===== src/rtl/lvds_test_pkg.sv =====
// Shared types and constants for the LVDS line test driver.
package lvds_test_pkg;

   typedef enum logic [1:0] {
      IDLE   = 2'd0,
      MANUAL = 2'd1,
      SCAN   = 2'd2,
      DONE   = 2'd3
   } state_t;

   localparam logic MODE_MANUAL = 1'b0;
   localparam logic MODE_AUTO   = 1'b1;

   localparam int unsigned PASS_W = 16;

endpackage


===== src/rtl/lvds_phase_gen.sv =====
// Square-wave phase divider: phase toggles every HALF_PER enabled cycles.
// Exposes the phase for the next cycle so the caller can register its outputs in step.
module lvds_phase_gen #(
   parameter int unsigned HALF_PER = 1
) (
   input  logic clk_100Mz,
   input  logic rst,
   input  logic clr,
   input  logic en,
   output logic phase_nxt_c
);

   localparam int unsigned HC_W = (HALF_PER > 1) ? $clog2(HALF_PER) : 1;
   localparam logic [HC_W-1:0] HC_LAST = HC_W'(HALF_PER - 1);

   logic [HC_W-1:0] half_cnt;
   logic [HC_W-1:0] half_cnt_nxt;
   logic            phase;

   // Clear, or hold at zero when the next cycle is not an active one.
   always_comb begin
      half_cnt_nxt = '0;
      phase_nxt_c  = 1'b0;
      if (en && !clr) begin
         if (half_cnt == HC_LAST) begin
            half_cnt_nxt = '0;
            phase_nxt_c  = ~phase;
         end else begin
            half_cnt_nxt = half_cnt + HC_W'(1);
            phase_nxt_c  = phase;
         end
      end
   end

   always_ff @(posedge clk_100Mz) begin
      if (rst) begin
         half_cnt <= '0;
         phase    <= 1'b0;
      end else begin
         half_cnt <= half_cnt_nxt;
         phase    <= phase_nxt_c;
      end
   end

endmodule


===== src/rtl/lvds_line_scanner.sv =====
// N-channel LVDS line test driver: square wave on one selected line, manual or auto scan.
module lvds_line_scanner
   import lvds_test_pkg::*;
#(
   parameter int unsigned N_CH      = 8,
   parameter int unsigned CH_W      = $clog2(N_CH),
   parameter int unsigned HALF_PER  = 1,
   parameter int unsigned DWELL_CYC = 100
) (
   input  logic              clk_100Mz,
   input  logic              rst,
   input  logic              mode,
   input  logic              loop,
   input  logic [CH_W-1:0]   ch_sel,
   input  logic              start,
   input  logic              stop,
   output logic [N_CH-1:0]   lvds_out,
   output logic [CH_W-1:0]   cur_ch,
   output logic              busy,
   output logic              done,
   output logic [PASS_W-1:0] pass_cnt
);

   localparam int unsigned DW_W  = $clog2(DWELL_CYC);
   localparam int unsigned CHP_W = CH_W + 1;
   localparam logic [DW_W-1:0]  DW_LAST = DW_W'(DWELL_CYC - 1);
   localparam logic [CH_W-1:0]  CH_LAST = CH_W'(N_CH - 1);
   localparam logic [CHP_W-1:0] N_CH_V  = CHP_W'(N_CH);

   state_t              state, state_nxt;
   logic [CH_W-1:0]     cur_ch_nxt;
   logic [DW_W-1:0]     dwell_cnt, dwell_nxt;
   logic [PASS_W-1:0]   pass_nxt;
   logic                loop_q, loop_nxt;
   logic                sel_ok;
   logic                clr_phase;
   logic                active_nxt;
   logic                phase_nxt;
   logic [N_CH-1:0]     lvds_nxt;

   assign sel_ok     = ({1'b0, ch_sel} < N_CH_V);
   assign active_nxt = (state_nxt == MANUAL) || (state_nxt == SCAN);

   lvds_phase_gen #(.HALF_PER(HALF_PER)) u_phase (
      .clk_100Mz   (clk_100Mz),
      .rst         (rst),
      .clr         (clr_phase),
      .en          (active_nxt),
      .phase_nxt_c (phase_nxt)
   );

   // Next state; stop outranks channel advance, which outranks start.
   always_comb begin
      state_nxt  = state;
      cur_ch_nxt = cur_ch;
      dwell_nxt  = dwell_cnt;
      pass_nxt   = pass_cnt;
      loop_nxt   = loop_q;
      clr_phase  = 1'b0;
      unique case (state)
         IDLE: begin
            if (start && !stop) begin
               if (mode == MODE_AUTO) begin
                  state_nxt  = SCAN;
                  cur_ch_nxt = '0;
                  dwell_nxt  = '0;
                  pass_nxt   = '0;
                  loop_nxt   = loop;
                  clr_phase  = 1'b1;
               end else if (sel_ok) begin
                  state_nxt  = MANUAL;
                  cur_ch_nxt = ch_sel;
                  clr_phase  = 1'b1;
               end
            end
         end
         MANUAL: begin
            if (stop) begin
               state_nxt = IDLE;
            end else if (sel_ok) begin
               cur_ch_nxt = ch_sel;
            end
         end
         SCAN: begin
            if (stop) begin
               state_nxt = IDLE;
            end else if (dwell_cnt == DW_LAST) begin
               dwell_nxt = '0;
               if (cur_ch != CH_LAST) begin
                  cur_ch_nxt = cur_ch + CH_W'(1);
                  clr_phase  = 1'b1;
               end else if (loop_q) begin
                  cur_ch_nxt = '0;
                  pass_nxt   = pass_cnt + PASS_W'(1);
                  clr_phase  = 1'b1;
               end else begin
                  pass_nxt  = PASS_W'(1);
                  state_nxt = DONE;
               end
            end else begin
               dwell_nxt = dwell_cnt + DW_W'(1);
            end
         end
         DONE: begin
            state_nxt = IDLE;
         end
         default: begin
            state_nxt = IDLE;
         end
      endcase
   end

   // Output pattern tracks the channel and phase of the coming cycle.
   always_comb begin
      lvds_nxt = '0;
      if (active_nxt) begin
         lvds_nxt = N_CH'(phase_nxt) << cur_ch_nxt;
      end
   end

   always_ff @(posedge clk_100Mz) begin
      if (rst) begin
         state     <= IDLE;
         cur_ch    <= '0;
         dwell_cnt <= '0;
         pass_cnt  <= '0;
         loop_q    <= 1'b0;
         lvds_out  <= '0;
         busy      <= 1'b0;
         done      <= 1'b0;
      end else begin
         state     <= state_nxt;
         cur_ch    <= cur_ch_nxt;
         dwell_cnt <= dwell_nxt;
         pass_cnt  <= pass_nxt;
         loop_q    <= loop_nxt;
         lvds_out  <= lvds_nxt;
         busy      <= active_nxt;
         done      <= (state_nxt == DONE);
      end
   end

endmodule


===== config.mk =====
export PLATFORM = sky130hd
export DESIGN_NAME = lvds_line_scanner
export DESIGN_NICKNAME = d
export VERILOG_FILES = /design/src/rtl/lvds_test_pkg.sv /design/src/rtl/lvds_phase_gen.sv /design/src/rtl/lvds_line_scanner.sv
export SDC_FILE = /design/constraint.sdc
export NUM_CORES = 1
export LEC_CHECK = 0
export ABC_AREA = 1
export BUFFER_PORTS_ARGS = -buffer_cell sky130_fd_sc_hd__buf_2
export CAP_MARGIN = 15
export CORE_MARGIN = 5
export CORE_UTILIZATION = 59
export DETAILED_ROUTE_END_ITERATION = 6
export PLACE_DENSITY = 0.84
export SETUP_SLACK_MARGIN = 0.1
export SYNTH_ARGS = -nofsm -noshare
export SYNTH_HDL_FRONTEND = slang
export SYNTH_HIERARCHICAL = 1
export SYNTH_SLANG_ARGS = --single-unit

===== constraint.sdc =====
create_clock -name clk_100Mz -period 3.7 [get_ports clk_100Mz]
set_input_delay 1.11 -clock clk_100Mz [delete_from_list [all_inputs] [get_ports clk_100Mz]]
set_output_delay 1.11 -clock clk_100Mz [all_outputs]
set_load 0.05 [all_outputs]

==> qor.log, run 1 <==
[logic_synthesis] Post-Synthesis Mean Instance Area 6.80 µm²
[global_routing] antenna violations before repair 0
[timing] Final Critical Period 2380 ps
[floorplanning] DIE WIDTH 69.2 µm
[run_status] result of the run finished, final reports clean
[logic_synthesis] dominant cell by count in the synthesized netlist nand2_1
[timing] setup_tns 0 ps
[timing] maximum clock skew at final layout 14.2 ps
[logic_synthesis] Mapped Area 2070 µm²
[power_and_ir_drop] reported leakage power 1.13 nW
[logic_synthesis] number of instances in the synthesized netlist 304
[setup_path] critical-path cell with the highest stage delay nor2_2
[drt] DRC Markers 0
[cts] count of cells resized by post-cts repair 0
[timing] # setup viols final 0
[setup_path] Setup Crit Path Kind input port to register
[floorplanning] Core ar. 3360 µm²
[cts] number of CTS-inserted buffers 5
[logic_synthesis] synth cell count leaders nand2_1, nor2_1, inv_1, dfxtp_1, nand3_1
[logic_synthesis] ys async rst share 0
[setup_path] kind of start point of the critical path input port
[drt] antenna viol nets, final 0
[floorplanning] effective utilization at floorplan 0.615
[cts] number of clock sinks 41
[setup_path] combined buffer and inverter count along the critical path 5
[logic_synthesis] Yosys warning total 6
[floorplanning] Die Height 69.2 µm
[place] pre-CTS setup slack 1000 ps
[setup_path] Critical Path Sink Type register
[logic_synthesis] Mapped Nets 319
[cells_and_area] fraction of layout instances using a drive strength above 1 0.179
[drt] routed via count divided by cell count 5.08
[job] max capacitance violation total 0
[setup_path] most common cell type on the critical path inv_1
[drt] drt wl/cell 11.3 µm
[cts] clock slew at the register clock pins of the worst setup and hold paths 110 ps
[cts] post-CTS setup buffers 0
[power_and_ir_drop] IR drop worst, VDD 0.000215 V
[logic_synthesis] portion of the post-synthesis area used by sequential elements 0.397
[cts] H-Tree Depth 2
[setup_path] cell chain of the critical path buf_2 > nor2_2 > nand3_1 > o21ai_0 > inv_1 > nand2_1 > ha_1 > inv_1 > nor2_4 > nand3_2 > inv_1 > inv_1 > nor2_1 > nand2_1 > nor2_1
[logic_synthesis] number of synthesized flops with an enable pin 0
[timing] setup repair after global routing missed its margin no
[power_and_ir_drop] P per Cell Area 352 nW/µm²
[floorplanning] I/O pin count 38
[place] detailed placer's ending HPWL 3.45 mm
[cts] master cell of the clock root buffer clkbuf_4
[cts] insertion delay to the later sink of the worst-skew pair 360 ps
[drt] number of vias after detailed routing 1991
[setup_path] worst stage delay on the critical path 190 ps
[global_routing] global-route wire length before repair 8.13 mm
[cells_and_area] Total Nets Final 360
[logic_synthesis] count of distinct cell types in the synthesized netlist 28
[place] global placer's final weighted congestion 0.911
[timing] Pins Over Slew Limit 0
[drt] violation count after the first detailed-route iteration 124
[drt] number of optimization iterations in the first detailed-route pass 4
[cells_and_area] filler cell count 305
[setup_path] data arrival time of the worst path 2680 ps
[logic_synthesis] Yosys top cell by area dfxtp_1
[global_routing] overflow left after global routing 0
[place] count of port buffers added during placement 37
[floorplanning] number of standard-cell rows in the floorplan 21
[logic_synthesis] Yosys reg bits 41
[global_routing] total global routing track utilization 0.204
[global_routing] via count of the first global-routing pass 1844
[timing] count of endpoints failing hold in the final timing report 0
[timing] Final period util 0.645
[global_routing] largest net degree at the start of global routing 16
[worst_hold_path] worst hold-check path type register to register
[timing] setup slack after layout 1320 ps
[setup_path] Max Fanout on Critical Path 5
[floorplanning] DIE AREA 4790 µm²
[setup_path] data required time of the critical path 3990 ps
[drt] Post-Route WL 4.42 mm
[cells_and_area] Area growth syn-to-layout 14.9%
[logic_synthesis] Synth area leaders dfxtp_1, nand2_1, nor2_1
[cells_and_area] antenna fix cells 0
[setup_path] kind of cell adding the most delay to the critical path simple AND/OR/NAND/NOR gates
[cts] TritonCTS clock tree yes
[cts] Longest Clk Path Bufs 2
[logic_synthesis] proportion of netlist area held by the largest area contributor 0.397
[logic_synthesis] most frequently used flop master after synthesis dfxtp_1
[cts] hold_buf cts 0
[timing] Peak Freq 0.419 GHz
[cells in the final DEF, fill, tap and decap left out, types with 2 or more instances in the layout]
cell	netlist	routed
nand2_1	67	67
nor2_1	48	48
inv_1	42	42
dfxtp_1	41	41
buf_2	0	37
nand3_1	24	24
a21oi_1	19	19
nor3_1	17	17
o21ai_0	7	7
ha_1	6	6
nor2_2	5	5
clkbuf_4	0	5
nand2_2	4	4
nand4_1	4	4
nand3_2	3	3
nor2_4	2	2
and3_1	2	2
[worst register-to-register path, stage by stage (launching register included)]
cell	delay [ps]
dfxtp_1	400
ha_1	250
nand2_1	70
inv_1	50
nand3_1	120
nor2_2	170
nand3_1	110
nand2_1	80
ha_1	150
inv_1	60
nor2_4	70
nand3_2	70
inv_1	80
inv_1	40
nor2_1	140
nand2_1	100
nor2_1	100
[worst paths after layout]
| check | startpoint | depth (start not counted) | endpoint | slack [ps] |
|---|---|---|---|---|
| max | stop | 15 | lvds_out[4] | 1320 |
| min | dwell_cnt[1] | 2 | dwell_cnt[1] | 500 |
| max reg2reg | dwell_cnt[0] | 16 | lvds_out[4] | 1580 |
| min reg2reg | dwell_cnt[1] | 2 | dwell_cnt[1] | 500 |
[per-stage QoR]
stage	total power [mW]	area (µm²)	hold slack, ps	instances	utilization
floorplan	0.519	2070	461	304	-
global placement	0.537	2290	475	384	0.680
detailed placement	0.539	2290	488	384	0.680
CTS	0.842	2380	505	392	0.707
global route	0.878	2380	544	392	0.707
finish	0.837	2380	504	392	0.707
[power breakdown]
group          switching [mW]  internal [mW]
clock network           0.147          0.161
logic                  0.0573         0.0208
registers             0.00438          0.446
total                   0.209          0.628
[registers in the layout (all words and copies together) (netlist names)]
register,cells
pass_cnt,16
lvds_out,8
dwell_cnt,7
cur_ch,3
state,2
busy,1
done,1
loop_q,1
u_phase/half_cnt,1
u_phase/phase,1
[area by class of cell]
cell class	count	area, µm²	share of cell area
tap	46	57.6	0.0242
inverter	44	165	0.0695
sequential	41	821	0.345
clock buffer	6	51.3	0.0216
clock inverter	2	37.5	0.0158
multi-input combinational	216	1060	0.446
timing repair buffer	37	185	0.0779
[metal layers]
metal,GRT usage,share of wire,vias up
met3,0.0507,0.042,11
met1,0.254,0.45,896
met5,0,0,-
li1,-,-,1043
met2,0.340,0.48,41
met4,0.0759,0.022,0
[kinds of logic (layout without fill, tap and decap cells)]
family                   Yosys count  after routing  share of synthesized area
other                              1              1                    0.00181
XOR/XNOR                           1              1                    0.00424
buffers and inverters             47             89                     0.0907
adder cells (fa/ha/maj)            6              6                     0.0363
AND/OR/NAND/NOR                  179            179                      0.397
flip-flops                        41             41                      0.397
AO/OA/AOI/OAI                     29             29                     0.0726
Note: power is estimated with default switching activity, not from simulation.
==> inputs of run 2 (changes only) <==
--- a/config.mk
+++ b/config.mk
@@ -5,13 +5,13 @@
 export SDC_FILE = /design/constraint.sdc
 export NUM_CORES = 1
 export LEC_CHECK = 0
-export ABC_AREA = 1
+export ABC_AREA = 0
 export BUFFER_PORTS_ARGS = -buffer_cell sky130_fd_sc_hd__buf_2
 export CAP_MARGIN = 15
 export CORE_MARGIN = 5
-export CORE_UTILIZATION = 59
+export CORE_UTILIZATION = 49
 export DETAILED_ROUTE_END_ITERATION = 6
-export PLACE_DENSITY = 0.84
+export PLACE_DENSITY = 0.74
 export SETUP_SLACK_MARGIN = 0.1
 export SYNTH_ARGS = -nofsm -noshare
 export SYNTH_HDL_FRONTEND = slang
==> constraint.sdc (replaced) <==
create_clock -name clk_100Mz -period 2.14 [get_ports clk_100Mz]
set_input_delay 0.642 -clock clk_100Mz [delete_from_list [all_inputs] [get_ports clk_100Mz]]
set_output_delay 0.642 -clock clk_100Mz [all_outputs]
set_load 0.05 [all_outputs]
==> qor.log, run 2 <==
[run_status] result of the run finished with violations
[run_status] failing checks negative setup slack
[global_routing] M1 GR Usage 0.275
[cells_and_area] Total Nets Final 327
[setup_path] Setup Crit Path Kind register to register
[setup_path] Max Fanout on Critical Path 4
[floorplanning] Die Height 74.9 µm
[timing] worst hold slack across all endpoints 515 ps
[timing] # setup viols final 9
[setup_path] kind of start point of the critical path register
[timing] remaining max-slew budget at the tightest pin 0.639
[drt] antenna viol nets, final 0
[logic_synthesis] number of synthesized flops with an enable pin 0
[timing] Pins Over Slew Limit 0
[logic_synthesis] Mapped Area 2060 µm²
[setup_path] data required time of the critical path 2340 ps
[logic_synthesis] most frequently used flop master after synthesis dfxtp_1
[floorplanning] effective utilization at floorplan 0.512
[timing] Final Critical Period 2290 ps
[global_routing] largest net degree at the start of global routing 15
[power_and_ir_drop] clock share of power 0.406
[logic_synthesis] Yosys top cell by area dfxtp_1
[power_and_ir_drop] fraction of power spent switching nets 0.233
[cts] TritonCTS clock tree yes
[cts] H-Tree Depth 2
[global_routing] overflow left after global routing 0
[timing] Final period util 1.07
[global_routing] via count of the first global-routing pass 1934
[cts] hold_buf cts 0
[floorplanning] number of standard-cell rows in the floorplan 23
[global_routing] met3 routing resource usage after global routing 0.0441
[power_and_ir_drop] internal power component 1.23 mW
[global_routing] global-route wire length before repair 9.16 mm
[floorplanning] Core ar. 4030 µm²
[drt] number of vias after detailed routing 1979
[logic_synthesis] synth cell count leaders dfxtp_1, nor2_1, nand2_1, xor2_1
[floorplanning] DIE WIDTH 74.9 µm
[setup_path] critical-path cell with the highest stage delay or4b_4
[cells_and_area] antenna fix cells 0
[setup_path] Critical Path Sink Type register
[cells_and_area] largest registers ranked by flip-flop count pass_cnt (16), lvds_out (8), dwell_cnt (7)
[setup_path] kind of cell adding the most delay to the critical path simple AND/OR/NAND/NOR gates
[logic_synthesis] proportion of netlist area held by the largest area contributor 0.398
[cells_and_area] flip-flop count of the largest register after layout 16
[cells_and_area] most common cell after layout, fill and taps aside buf_4
[power_and_ir_drop] overall power of the completed layout 1.60 mW
[job] max capacitance violation total 0
[power_and_ir_drop] reported leakage power 1.27 nW
[setup_path] combined buffer and inverter count along the critical path 0
[timing] setup slack after layout -154 ps
[place] number of placed instances, taps included 348
[cts] master cell of the clock root buffer clkbuf_8
[drt] violation count after the first detailed-route iteration 111
[global_routing] fraction of met2 tracks used by global routing 0.354
[cts] insertion delay to the later sink of the worst-skew pair 300 ps
[cts] Longest Clk Path Bufs 2
[global_routing] total global routing track utilization 0.212
[logic_synthesis] dominant cell by count in the synthesized netlist dfxtp_1
[cts] number of CTS-inserted buffers 5
[global_routing] antenna violations before repair 0
[logic_synthesis] Yosys warning total 6
[cts] number of clock sinks 41
[cells_and_area] Area growth syn-to-layout 43.4%
[logic_synthesis] Synth area leaders dfxtp_1, nor2_1, xor2_1
[setup_path] data arrival time of the worst path 2490 ps
[drt] Post-Route WL 5.60 mm
[cells_and_area] post-route insts no fill 363
[timing] count of endpoints failing hold in the final timing report 0
[timing] setup repair after global routing missed its margin yes
[logic_synthesis] portion of the post-synthesis area used by sequential elements 0.398
[logic_synthesis] ys async rst share 0
[power_and_ir_drop] sequential group share of total power 0.485
[power_and_ir_drop] P per Cell Area 542 nW/µm²
[setup_path] worst stage delay on the critical path 570 ps
[timing] maximum clock skew at final layout 8.06 ps
[floorplanning] DIE AREA 5610 µm²
[logic_synthesis] Post-Synthesis Mean Instance Area 9.08 µm²
[cells_and_area] fraction of layout instances using a drive strength above 1 0.450
[drt] drt wl/cell 15.4 µm
[power_and_ir_drop] switching pwr 0.373 mW
[place] detailed placer's ending HPWL 3.95 mm
[timing] Peak Freq 0.436 GHz
[worst_hold_path] worst hold-check path type register to register
[setup_path] cell chain of the critical path or4b_4 > nor2_4 > nand3_2 > a21oi_2 > ha_1 > nor3b_2 > and2_4 > a21bo_4 > and3b_1
[cts] clock slew at the register clock pins of the worst setup and hold paths 80 ps
[cells_and_area] commonest non-fill, non-tap cells in the layout buf_4, buf_2, dfxtp_1, nor2_1, nand2_1
[cells_and_area] Largest Register pass_cnt
[place] count of port buffers added during placement 37
[drt] routed via count divided by cell count 5.45
[timing] slew at the pin closest to its max-slew limit 535 ps
[floorplanning] I/O pin count 38
[drt] number of optimization iterations in the first detailed-route pass 4
[power_and_ir_drop] Logic pwr share 0.109
[logic_synthesis] Yosys reg bits 41
[power_and_ir_drop] IR drop worst, VDD 0.000401 V
[drt] DRC Markers 0
[logic_synthesis] count of distinct cell types in the synthesized netlist 58
[logic_synthesis] number of instances in the synthesized netlist 227
[place] global placer's final weighted congestion 0.946
[global_routing] GRT Max-Usage Layer met2
[logic_synthesis] Mapped Nets 242
## run 2: cell types whose count changed in the layout (fill, tap and decap cells not counted), moves of 8 or more
cell     before  now
nand3_1      24    9
nor3_1       17    8
a21oi_1      19    8
dfxtp_1      41   31
xor2_1        0   11
nand2_1      67   17
nor2_1       48   23
buf_4         0   42
dfxtp_2       0    8
inv_1        42    7
## run 2: path summary, 6_finish.rpt
path	start	end	slack (ps)	cells past startpoint
hold / removal	pass_cnt[1]	pass_cnt[1]	520	2
setup reg to reg	dwell_cnt[4]	lvds_out[2]	-150	9
hold reg to reg	pass_cnt[1]	pass_cnt[1]	520	2
setup / recovery	dwell_cnt[4]	lvds_out[2]	-150	9
## run 2: per-layer routing
layer	part of all wire	up-vias
met5	0	-
met4	0.010	0
met3	0.054	7
met2	0.49	51
met1	0.44	939
li1	-	982
## run 2: power by group through the flow
stage	registers, mW	logic [mW]	clock network [mW]
after floorplan	0.807	0.0740	0
after global placement	0.794	0.150	0
after detailed placement	0.795	0.152	0
after CTS	0.777	0.170	0.650
after global routing	0.778	0.188	0.691
final	0.777	0.175	0.650
## run 2: cell families (layout without fill, tap and decap cells)
kind of cell / after synthesis / in the layout / synth area share
other: 1 / 1 / 0.00182
buffers and inverters: 13 / 98 / 0.0297
XOR/XNOR: 16 / 16 / 0.0680
adder cells (fa/ha/maj): 6 / 6 / 0.0364
flip-flops: 41 / 41 / 0.398
AO/OA/AOI/OAI: 37 / 38 / 0.140
multiplexers: 3 / 3 / 0.0158
AND/OR/NAND/NOR: 110 / 110 / 0.310
## run 2: timing repair
| item | CTS | global route |
|---|---|---|
| pin swaps | 9 | 9 |
| endpoints found under the setup margin | 16 | 18 |
| setup buffers | 7 | 1 |
| resized for setup | 16 | 8 |
| cloned | 1 | 0 |
## run 2: through the flow
| step | worst slack (ps) | cell area (µm²) | setup TNS [ps] | utilization |
|---|---|---|---|---|
| floorplan | -109 | 2140 | -544 | - |
| global placement | -182 | 2670 | -1470 | 0.662 |
| detailed placement | -241 | 2670 | -1900 | 0.662 |
| CTS | -135 | 2930 | -664 | 0.728 |
| global route | -231 | 2960 | -1640 | 0.734 |
| finish | -154 | 2960 | -840 | 0.734 |
## run 2: layout make-up
cell class	count	area (µm²)
inverters	7	26.3
multi-input cells	174	1360
fillers	299	1070
well taps	50	62.6
clock inverters	1	30.0
repair buffers	83	554
clock buffers	7	86.3
flip-flops and latches	41	838
## run 2: worst reg2reg max path, cell delays in order (launching register included)
cell and delay (ps):
dfxtp_2 320, or4b_4 570, nor2_4 130, nand3_2 90
a21oi_2 160, ha_1 270, nor3b_2 160, and2_4 140
a21bo_4 190, and3b_1 170
==> inputs of run 3 (changes only) <==
--- a/config.mk
+++ b/config.mk
@@ -11,7 +11,10 @@
 export CORE_MARGIN = 5
 export CORE_UTILIZATION = 49
 export DETAILED_ROUTE_END_ITERATION = 6
+export GPL_TIMING_DRIVEN = 0
+export MAX_ROUTING_LAYER = met4
 export PLACE_DENSITY = 0.74
+export RECOVER_POWER = 50
 export SETUP_SLACK_MARGIN = 0.1
 export SYNTH_ARGS = -nofsm -noshare
 export SYNTH_HDL_FRONTEND = slang
==> qor.log, run 3 (synthesized netlist as in run 2, its figures left out) <==
[cts] hold_buf cts 0
[global_routing] largest net degree at the start of global routing 13
[floorplanning] I/O pin count 38
[worst_hold_path] worst hold-check path type register to register
[timing] Pins Over Slew Limit 0
[cells_and_area] commonest non-fill, non-tap cells in the layout dfxtp_1, nor2_1, clkbuf_1, buf_2, nand2_1
[timing] setup_tns -1010 ps
[setup_path] kind of cell adding the most delay to the critical path simple AND/OR/NAND/NOR gates
[cts] number of CTS-inserted buffers 5
[timing] # setup viols final 12
[timing] remaining max-slew budget at the tightest pin 0.602
[floorplanning] Core ar. 4030 µm²
[timing] Final Critical Period 2300 ps
[cts] clock slew at the register clock pins of the worst setup and hold paths 70 ps
[floorplanning] DIE AREA 5610 µm²
[drt] Post-Route WL 4.82 mm
[timing] worst hold slack across all endpoints 497 ps
[cts] master cell of the clock root buffer clkbuf_8
[cts] Longest Clk Path Bufs 2
[cells_and_area] most common cell after layout, fill and taps aside dfxtp_1
[global_routing] antenna violations before repair 0
[setup_path] kind of start point of the critical path register
[cells_and_area] fraction of layout instances using a drive strength above 1 0.312
[job] max capacitance violation total 0
[timing] setup slack after layout -163 ps
[cts] insertion delay to the later sink of the worst-skew pair 300 ps
[floorplanning] Die Height 74.9 µm
[place] count of port buffers added during placement 37
[place] pre-CTS setup slack -424 ps
[setup_path] data required time of the critical path 2330 ps
[setup_path] Critical Path Sink Type register
[drt] number of vias after detailed routing 1797
[cells_and_area] Area growth syn-to-layout 26.0%
[setup_path] cell chain of the critical path or4b_4 > nor2_4 > nand3_2 > a21oi_2 > ha_1 > nor3b_2 > and2_4 > a21bo_4 > and3b_1
[cells_and_area] Largest Register pass_cnt
[floorplanning] effective utilization at floorplan 0.512
[cells_and_area] fin util 0.645
[cells_and_area] Total Nets Final 297
[floorplanning] number of standard-cell rows in the floorplan 23
[setup_path] worst stage delay on the critical path 550 ps
[power_and_ir_drop] P per Cell Area 534 nW/µm²
[timing] setup repair after global routing missed its margin yes
[drt] antenna viol nets, final 0
[setup_path] data arrival time of the worst path 2490 ps
[setup_path] Setup Crit Path Kind register to register
[timing] Final period util 1.08
[cells_and_area] filler cell count 337
[drt] violation count after the first detailed-route iteration 112
[setup_path] combined buffer and inverter count along the critical path 0
[power_and_ir_drop] reported leakage power 0.998 nW
[drt] drt wl/cell 14.5 µm
[cells_and_area] flip-flop count of the largest register after layout 16
[global_routing] global-route wire length before repair 7.76 mm
[run_status] result of the run finished with violations
[timing] count of endpoints failing hold in the final timing report 0
[global_routing] total global routing track utilization 0.186
[place] number of placed instances, taps included 314
[cells_and_area] antenna fix cells 0
[floorplanning] DIE WIDTH 74.9 µm
[place] detailed placer's ending HPWL 3.42 mm
[setup_path] Max Fanout on Critical Path 4
[cells_and_area] largest registers ranked by flip-flop count pass_cnt (16), lvds_out (8), dwell_cnt (7)
[run_status] failing checks negative setup slack
[global_routing] overflow left after global routing 0
[cells_and_area] post-route insts no fill 332
[timing] slew at the pin closest to its max-slew limit 600 ps
[cts] number of clock sinks 41
[drt] number of optimization iterations in the first detailed-route pass 4
[drt] DRC Markers 0
[setup_path] critical-path cell with the highest stage delay or4b_4
[timing] Peak Freq 0.434 GHz
[place] global placer's final weighted congestion 0.833
[drt] routed via count divided by cell count 5.41
[timing] maximum clock skew at final layout 12.9 ps
[global_routing] via count of the first global-routing pass 1648
[cts] TritonCTS clock tree yes
[cts] H-Tree Depth 2
[power_and_ir_drop] IR drop worst, VDD 0.000365 V
[run 3: what timing repair did]
item,4_1_cts,5_1_grt
endpoints found under the setup margin,22,31
pin swaps,4,6
setup buffers,4,7
gates resized for setup,8,16
[run 3: per-stage QoR]
step | power (mW) | area [µm²]
floorplan | 0.881 | 2140
global placement | 0.916 | 2390
detailed placement | 0.918 | 2390
CTS | 1.39 | 2520
global route | 1.44 | 2600
finish | 1.39 | 2600
[run 3: path summary, 6_finish.rpt]
check | to | from | slack [ps] | cells after the start
min | dwell_cnt[1] | dwell_cnt[1] | 500 | 2
max reg2reg | lvds_out[2] | dwell_cnt[2] | -160 | 9
max | lvds_out[2] | dwell_cnt[2] | -160 | 9
min reg2reg | dwell_cnt[1] | dwell_cnt[1] | 500 | 2
[run 3: per-layer routing]
metal / vias to the layer above / global-route usage / share of wire
met5: - / - / 0
met4: 0 / 0.0593 / 0.011
met3: 7 / 0.0441 / 0.047
met2: 39 / 0.288 / 0.46
met1: 830 / 0.238 / 0.48
li1: 921 / - / -
[run 3: tightest hold or removal path, cell delays in order (launching register included)]
cell     delay (ps)
dfxtp_1         340
nand2_1          60
a21oi_1          50
[run 3: area by class of cell]
type                       count  area, µm²  share of cell area
buffer                         6       36.3              0.0140
tap                           50       62.6              0.0241
clock inverter                 1       5.00             0.00193
clock buffer                   6       72.6              0.0279
multi-input combinational    173       1310               0.502
timing repair buffer          48        249              0.0959
inverter                       7       26.3              0.0101
sequential                    41        841               0.324
[run 3: report_power, final]
group / switching, mW / internal [mW] / total (mW) / leakage, nW
logic: 0.0871 / 0.0505 / 0.138 / 0.620
registers: 0.00633 / 0.768 / 0.774 / 0.337
clock network: 0.255 / 0.222 / 0.476 / 0.0410
